<file path="config.mk">
export PLATFORM = sky130hd
export DESIGN_NAME = div_arbiter_flat
export DESIGN_NICKNAME = d
export VERILOG_FILES = /design/src/rtl/div_arbiter_if.sv /design/src/rtl/div_arbiter.sv /design/src/flat_wrapper.sv
export SDC_FILE = /design/constraint.sdc
export NUM_CORES = 1
export LEC_CHECK = 0
export ABC_AREA = 0
export CAP_MARGIN = 20
export CELL_PAD_IN_SITES_DETAIL_PLACEMENT = 0
export CELL_PAD_IN_SITES_GLOBAL_PLACEMENT = 1
export CORE_MARGIN = 2
export CORE_UTILIZATION = 35
export DETAILED_ROUTE_END_ITERATION = 6
export PLACE_DENSITY = 0.82
export SYNTH_ARGS = -nofsm -noshare
export SYNTH_HDL_FRONTEND = slang
export SYNTH_SLANG_ARGS = --single-unit
export TNS_END_PERCENT = 30
</file>
<file path="constraint.sdc">
create_clock -name clk -period 1.8 [get_ports clk]
set_input_delay 0.54 -clock clk [delete_from_list [all_inputs] [get_ports clk]]
set_output_delay 0.54 -clock clk [all_outputs]
set_load 0.05 [all_outputs]
</file>
<file path="src/rtl/div_arbiter_if.sv">
// Bundle of requester-side and divider-side signals for the divider arbiter.
// master is the arbiter's view; slave is the view of the requesters and divider.
interface div_arbiter_if #(
  parameter int WIDTH = 12
);
  logic             req_a;
  logic             req_b;
  logic             ack_a;
  logic             ack_b;
  logic [WIDTH-1:0] res_a;
  logic [WIDTH-1:0] res_b;
  logic             err;
  logic             grant_a;
  logic             grant_b;
  logic             div_en;
  logic             div_sel;
  logic             div_busy;
  logic             div_ready;
  logic [WIDTH-1:0] div_res;

  modport master (
    input  req_a, req_b, div_busy, div_ready, div_res,
    output ack_a, ack_b, res_a, res_b, err, grant_a, grant_b, div_en, div_sel
  );

  modport slave (
    output req_a, req_b, div_busy, div_ready, div_res,
    input  ack_a, ack_b, res_a, res_b, err, grant_a, grant_b, div_en, div_sel
  );
endinterface

</file>
<file path="src/rtl/div_arbiter.sv">
// Round-robin sharing of one restoring divider between requesters A and B,
// with a watchdog that aborts a divide that never completes.
module div_arbiter #(
  parameter int WIDTH   = 12,
  parameter int TIMEOUT = 255,
  parameter int TMR_W   = 8
) (
  input  logic          clk,
  input  logic          rst_n,
  div_arbiter_if.master bus
);

  typedef enum logic [2:0] {IDLE, START, RUN, DONE, ABORT} state_t;

  state_t           state_reg, state_next;
  logic             owner_reg;   // 1 = A owns the divider
  logic             last_reg;    // 1 = A was served last
  logic [TMR_W-1:0] timer_reg;
  logic             grant_a_reg, grant_b_reg;
  logic             ack_a_reg, ack_b_reg, err_reg;
  logic [WIDTH-1:0] res_a_reg, res_b_reg;

  logic eff_a, eff_b, pick_a, timeout;

  // A request still high in its own ack cycle is the one just served.
  assign eff_a   = bus.req_a & ~ack_a_reg;
  assign eff_b   = bus.req_b & ~ack_b_reg;
  assign pick_a  = eff_a & (~eff_b | ~last_reg);
  assign timeout = (timer_reg == TMR_W'(TIMEOUT - 1));

  always_ff @(posedge clk or negedge rst_n) begin
    if (!rst_n) state_reg <= IDLE;
    else        state_reg <= state_next;
  end

  always_comb begin
    state_next = state_reg;
    case (state_reg)
      IDLE:  if (eff_a | eff_b) state_next = START;
      START: begin
        if (timeout)           state_next = ABORT;
        else if (bus.div_busy) state_next = RUN;
      end
      RUN: begin
        if (bus.div_ready && !bus.div_busy) state_next = DONE;
        else if (timeout)                   state_next = ABORT;
      end
      DONE:    state_next = IDLE;
      ABORT:   state_next = IDLE;
      default: state_next = IDLE;
    endcase
  end

  always_comb begin
    bus.div_en  = (state_reg == START) || (state_reg == RUN);
    bus.div_sel = owner_reg;
    bus.grant_a = grant_a_reg;
    bus.grant_b = grant_b_reg;
    bus.ack_a   = ack_a_reg;
    bus.ack_b   = ack_b_reg;
    bus.err     = err_reg;
    bus.res_a   = res_a_reg;
    bus.res_b   = res_b_reg;
  end

  always_ff @(posedge clk or negedge rst_n) begin
    if (!rst_n) begin
      owner_reg   <= 1'b0;
      last_reg    <= 1'b0;
      timer_reg   <= '0;
      grant_a_reg <= 1'b0;
      grant_b_reg <= 1'b0;
      ack_a_reg   <= 1'b0;
      ack_b_reg   <= 1'b0;
      err_reg     <= 1'b0;
      res_a_reg   <= '0;
      res_b_reg   <= '0;
    end else begin
      ack_a_reg <= 1'b0;
      ack_b_reg <= 1'b0;
      err_reg   <= 1'b0;
      case (state_reg)
        IDLE: begin
          timer_reg <= '0;
          if (eff_a | eff_b) begin
            owner_reg   <= pick_a;
            grant_a_reg <= pick_a;
            grant_b_reg <= ~pick_a;
          end
        end
        START, RUN: timer_reg <= timer_reg + 1'b1;
        DONE, ABORT: begin
          // A watchdog abort reports a zero quotient alongside err.
          if (owner_reg) begin
            ack_a_reg <= 1'b1;
            res_a_reg <= (state_reg == DONE) ? bus.div_res : '0;
          end else begin
            ack_b_reg <= 1'b1;
            res_b_reg <= (state_reg == DONE) ? bus.div_res : '0;
          end
          err_reg     <= (state_reg == ABORT);
          last_reg    <= owner_reg;
          grant_a_reg <= 1'b0;
          grant_b_reg <= 1'b0;
          timer_reg   <= '0;
        end
        default: timer_reg <= '0;
      endcase
    end
  end

endmodule

</file>
<file path="src/flat_wrapper.sv">
// flat-port wrapper written by rule: the top's interface ports become plain ports
module div_arbiter_flat 
#(
  parameter int WIDTH   = 12,
  parameter int TIMEOUT = 255,
  parameter int TMR_W   = 8
)
  (clk, rst_n, bus_req_a, bus_req_b, bus_div_busy, bus_div_ready, bus_div_res, bus_ack_a, bus_ack_b, bus_res_a, bus_res_b, bus_err, bus_grant_a, bus_grant_b, bus_div_en, bus_div_sel);
  div_arbiter_if #(.WIDTH(WIDTH)) bus_i ();
  input  logic clk;
  input  logic rst_n;
  input wire logic [$bits(bus_i.req_a)-1:0] bus_req_a;
  input wire logic [$bits(bus_i.req_b)-1:0] bus_req_b;
  input wire logic [$bits(bus_i.div_busy)-1:0] bus_div_busy;
  input wire logic [$bits(bus_i.div_ready)-1:0] bus_div_ready;
  input wire logic [$bits(bus_i.div_res)-1:0] bus_div_res;
  output wire logic [$bits(bus_i.ack_a)-1:0] bus_ack_a;
  output wire logic [$bits(bus_i.ack_b)-1:0] bus_ack_b;
  output wire logic [$bits(bus_i.res_a)-1:0] bus_res_a;
  output wire logic [$bits(bus_i.res_b)-1:0] bus_res_b;
  output wire logic [$bits(bus_i.err)-1:0] bus_err;
  output wire logic [$bits(bus_i.grant_a)-1:0] bus_grant_a;
  output wire logic [$bits(bus_i.grant_b)-1:0] bus_grant_b;
  output wire logic [$bits(bus_i.div_en)-1:0] bus_div_en;
  output wire logic [$bits(bus_i.div_sel)-1:0] bus_div_sel;
  assign bus_i.req_a = bus_req_a;
  assign bus_i.req_b = bus_req_b;
  assign bus_i.div_busy = bus_div_busy;
  assign bus_i.div_ready = bus_div_ready;
  assign bus_i.div_res = bus_div_res;
  assign bus_ack_a = bus_i.ack_a;
  assign bus_ack_b = bus_i.ack_b;
  assign bus_res_a = bus_i.res_a;
  assign bus_res_b = bus_i.res_b;
  assign bus_err = bus_i.err;
  assign bus_grant_a = bus_i.grant_a;
  assign bus_grant_b = bus_i.grant_b;
  assign bus_div_en = bus_i.div_en;
  assign bus_div_sel = bus_i.div_sel;
  div_arbiter #(.WIDTH(WIDTH), .TIMEOUT(TIMEOUT), .TMR_W(TMR_W)) u_core (.clk(clk), .rst_n(rst_n), .bus(bus_i));
endmodule
</file>
==> reports/qor.csv <==
stage,metric,value,unit
global_route,grt_pass1_vias,1709,
cts,htreeDepth,2,
synthesis,ys_seq_area_share,49.73,%
synthesis,synth_edf_count,0,
layout,layout_commonest_cell,a21oi_1,
floorplanning,die_h,81.71,microns
layout,fin_nets,313,
worst_setup_path,cpPeakStageDelay,0.41,ns
floorplanning,die_x,81.71,microns
status,outcome,"complete, but fails checks",
routing,wl,5097,microns
cts,clock-sinks,42,
floorplanning,initial_core_util,35.91,%
cts,ctsLongestPathBuffers,2,
routing,vias,1813,
floorplanning,row_count,28,
synthesis,synth_top_area_share,49.73,%
routing,ant_nets,0,
place,gp_congestion,0.7255,
synthesis,yosys_warnings,0,
timing,final-hold-violation-count,0,
timing,max_freq,546.5,MHz
floorplanning,core,5886,sq um
cts,worstSkewPairLatency,0.29,ns
floorplanning,ios,49,
global_route,overflow,0,
cts,cts_buffers,5,
routing,dr.first_iter.drc_count,143,
timing,hold-worst-slack,0.1546,ns
power,peakVddDrop,0.8543,mV
layout,drive_gt1_share,22.95,%
power,total_power,5.861,mW
hold_path,hold_class,primary input to async pin,
cts,clk_pin_slew,0.08,ns
global_route,grt_max_degree,31,
synthesis,synth_area_leader_cell,dfrtp_1,
synthesis,async_reset_ff_share,100.0,%
timing,slew_headroom,67.68,%
worst_setup_path,crit_buf_inv,2,
worst_setup_path,crit_slowest_cell,dfrtp_1,
cts,root_buffer,clkbuf_8,
layout,diodes,0,
worst_setup_path,cpLargestDelayFamily,flip-flops,
routing,firstDrtPassIters,4,
run,cap_violations,0,
worst_setup_path,path_cells,"and2b_2, o21bai_4, inv_2, buf_6",
cts,cts_tree,built,
timing,slew_viol_final,0,
timing,skew,0.006813,ns
timing,setup_ws,-0.02979,ns
power,power_density,1908,nW/um^2
global_route,track_usage,16.24,%
status,violations,negative setup slack,
synthesis,synth_nets,257,
synthesis,syn_avg_cell_area,8.917,sq um
worst_setup_path,critPathCaptureType,primary output,
timing,period_share,101.7,%
timing,rsz0062_at_grt,true,
synthesis,synth_cell_type_count,36,
layout,area_growth,45.35,%
routing,via_per_inst,4.940,
place,port_buffers,48,
worst_setup_path,crit_arrival,1.29,ns
place,hpwl,3700,microns
routing,drc,0,
synthesis,yosys_register_bits,42,
synthesis,synth_area_leaders,"dfrtp_1 (50%), a21oi_1 (12%), nand2_1 (8.5%), nand2b_1 (3.8%), nor2_1 (2.5%)",
global_route,grt_pass1_wl,8293,microns
layout,layout_common_cells,"a21oi_1 (52), nand2_1 (48), dfrtp_1 (42)",
layout,final_util,52.19,%
floorplanning,die_area,6676,sq um
worst_setup_path,crit_required,1.26,ns
worst_setup_path,startpoint_type,flop,
synthesis,synth_area,2113,sq um
synthesis,syn-instance-count,237,
timing,tightest_slew,0.4833,ns
routing,wl_per_cell,13.89,microns
worst_setup_path,critPathMaxFanout,4,
timing,setup_viol,1,
place,dp.cells,358,
global_route,antenna_found_initial,0,
synthesis,ys.flop_type,dfrtp_1,
layout,fillers,528,
timing,fin_crit,1.830,ns
worst_setup_path,critPathKind,flop to primary output,
layout,fin_cells,367,
timing,setup_tns,-0.02979,ns
power,leakage,1.326,nW
==> cells in the mapped netlist, drive strengths merged (2+ instances only) <==
library cell,count
nor2,17
nand2,50
a21oi,53
nand3,4
nor3,2
buf,14
and2b,3
o21ai,6
o22ai,2
xor2,5
dfrtp,42
nand2b,14
nand3b,4
inv,5
ha,2
nand4,2
==> logic make-up after synthesis <==
logic type      share of synthesized area, %
simple gates                           23.86
flops                                  49.73
buf+inv                                5.506
compound gates                         17.23
fa+ha+maj                              1.184
xor+xnor                               2.487
==> final timing paths <==
check | startpoint | endpoint | slack, ns | depth (start not counted)
max | u_core.state_reg[0] | bus_div_en | -0.03 | 4
min | rst_n | u_core.bus.res_b[9] | 0.15 | 1
max reg2reg | u_core.state_reg[1] | u_core.bus.res_b[4] | 0.38 | 4
min in group clk | u_core.timer_reg[0] | u_core.timer_reg[0] | 0.54 | 1
min reg2reg | u_core.timer_reg[0] | u_core.timer_reg[0] | 0.54 | 1
max in group asynchronous | rst_n | u_core.bus.res_a[2] | 1.16 | 2
==> what timing repair did <==
item / in CTS / in global routing
setup buffers: 3 / 0
gates resized for setup: 4 / 0
pin swaps: 1 / 0
hold buffers: 0 / 0
endpoints found under the setup margin: 1 / 1
==> stage by stage <==
| stage | setup WS, ns | cell area, sq um |
|---|---|---|
| after floorplan | 0.03446 | 2113 |
| after global placement | 0.009571 | 2960 |
| after detailed placement | -0.01179 | 2960 |
| after CTS | -0.04135 | 3072 |
| after global routing | -0.1079 | 3072 |
| final | -0.02979 | 3072 |
==> cell type report <==
type / count / area (sq um) / share of cell area [%]
clock buffers: 6 / 82.58 / 2.688
flip-flops and latches: 42 / 1051 / 34.22
multi-input cells: 176 / 948.4 / 30.88
inverters: 5 / 18.77 / 0.6110
well taps: 75 / 93.84 / 3.055
repair buffers: 63 / 877.1 / 28.55
==> report_power, final <==
part           leakage, nW  switching (mW)  internal [mW]  total, mW
Sequential           0.563           0.380           1.25       1.63
Clock               0.0431           0.308          0.296      0.604
Combinational        0.720            2.00           1.62       3.62
Total                 1.33            2.69           3.17       5.86
==> metal layers <==
layer,up-vias,part of all wire (%),GRT usage [%]
li1,906,-,-
met1,866,47,22.58
met2,36,48,25.41
met3,5,4.2,3.846
met4,0,0.98,4.500
met5,-,0,0
Power figures use the tool's default switching activity.
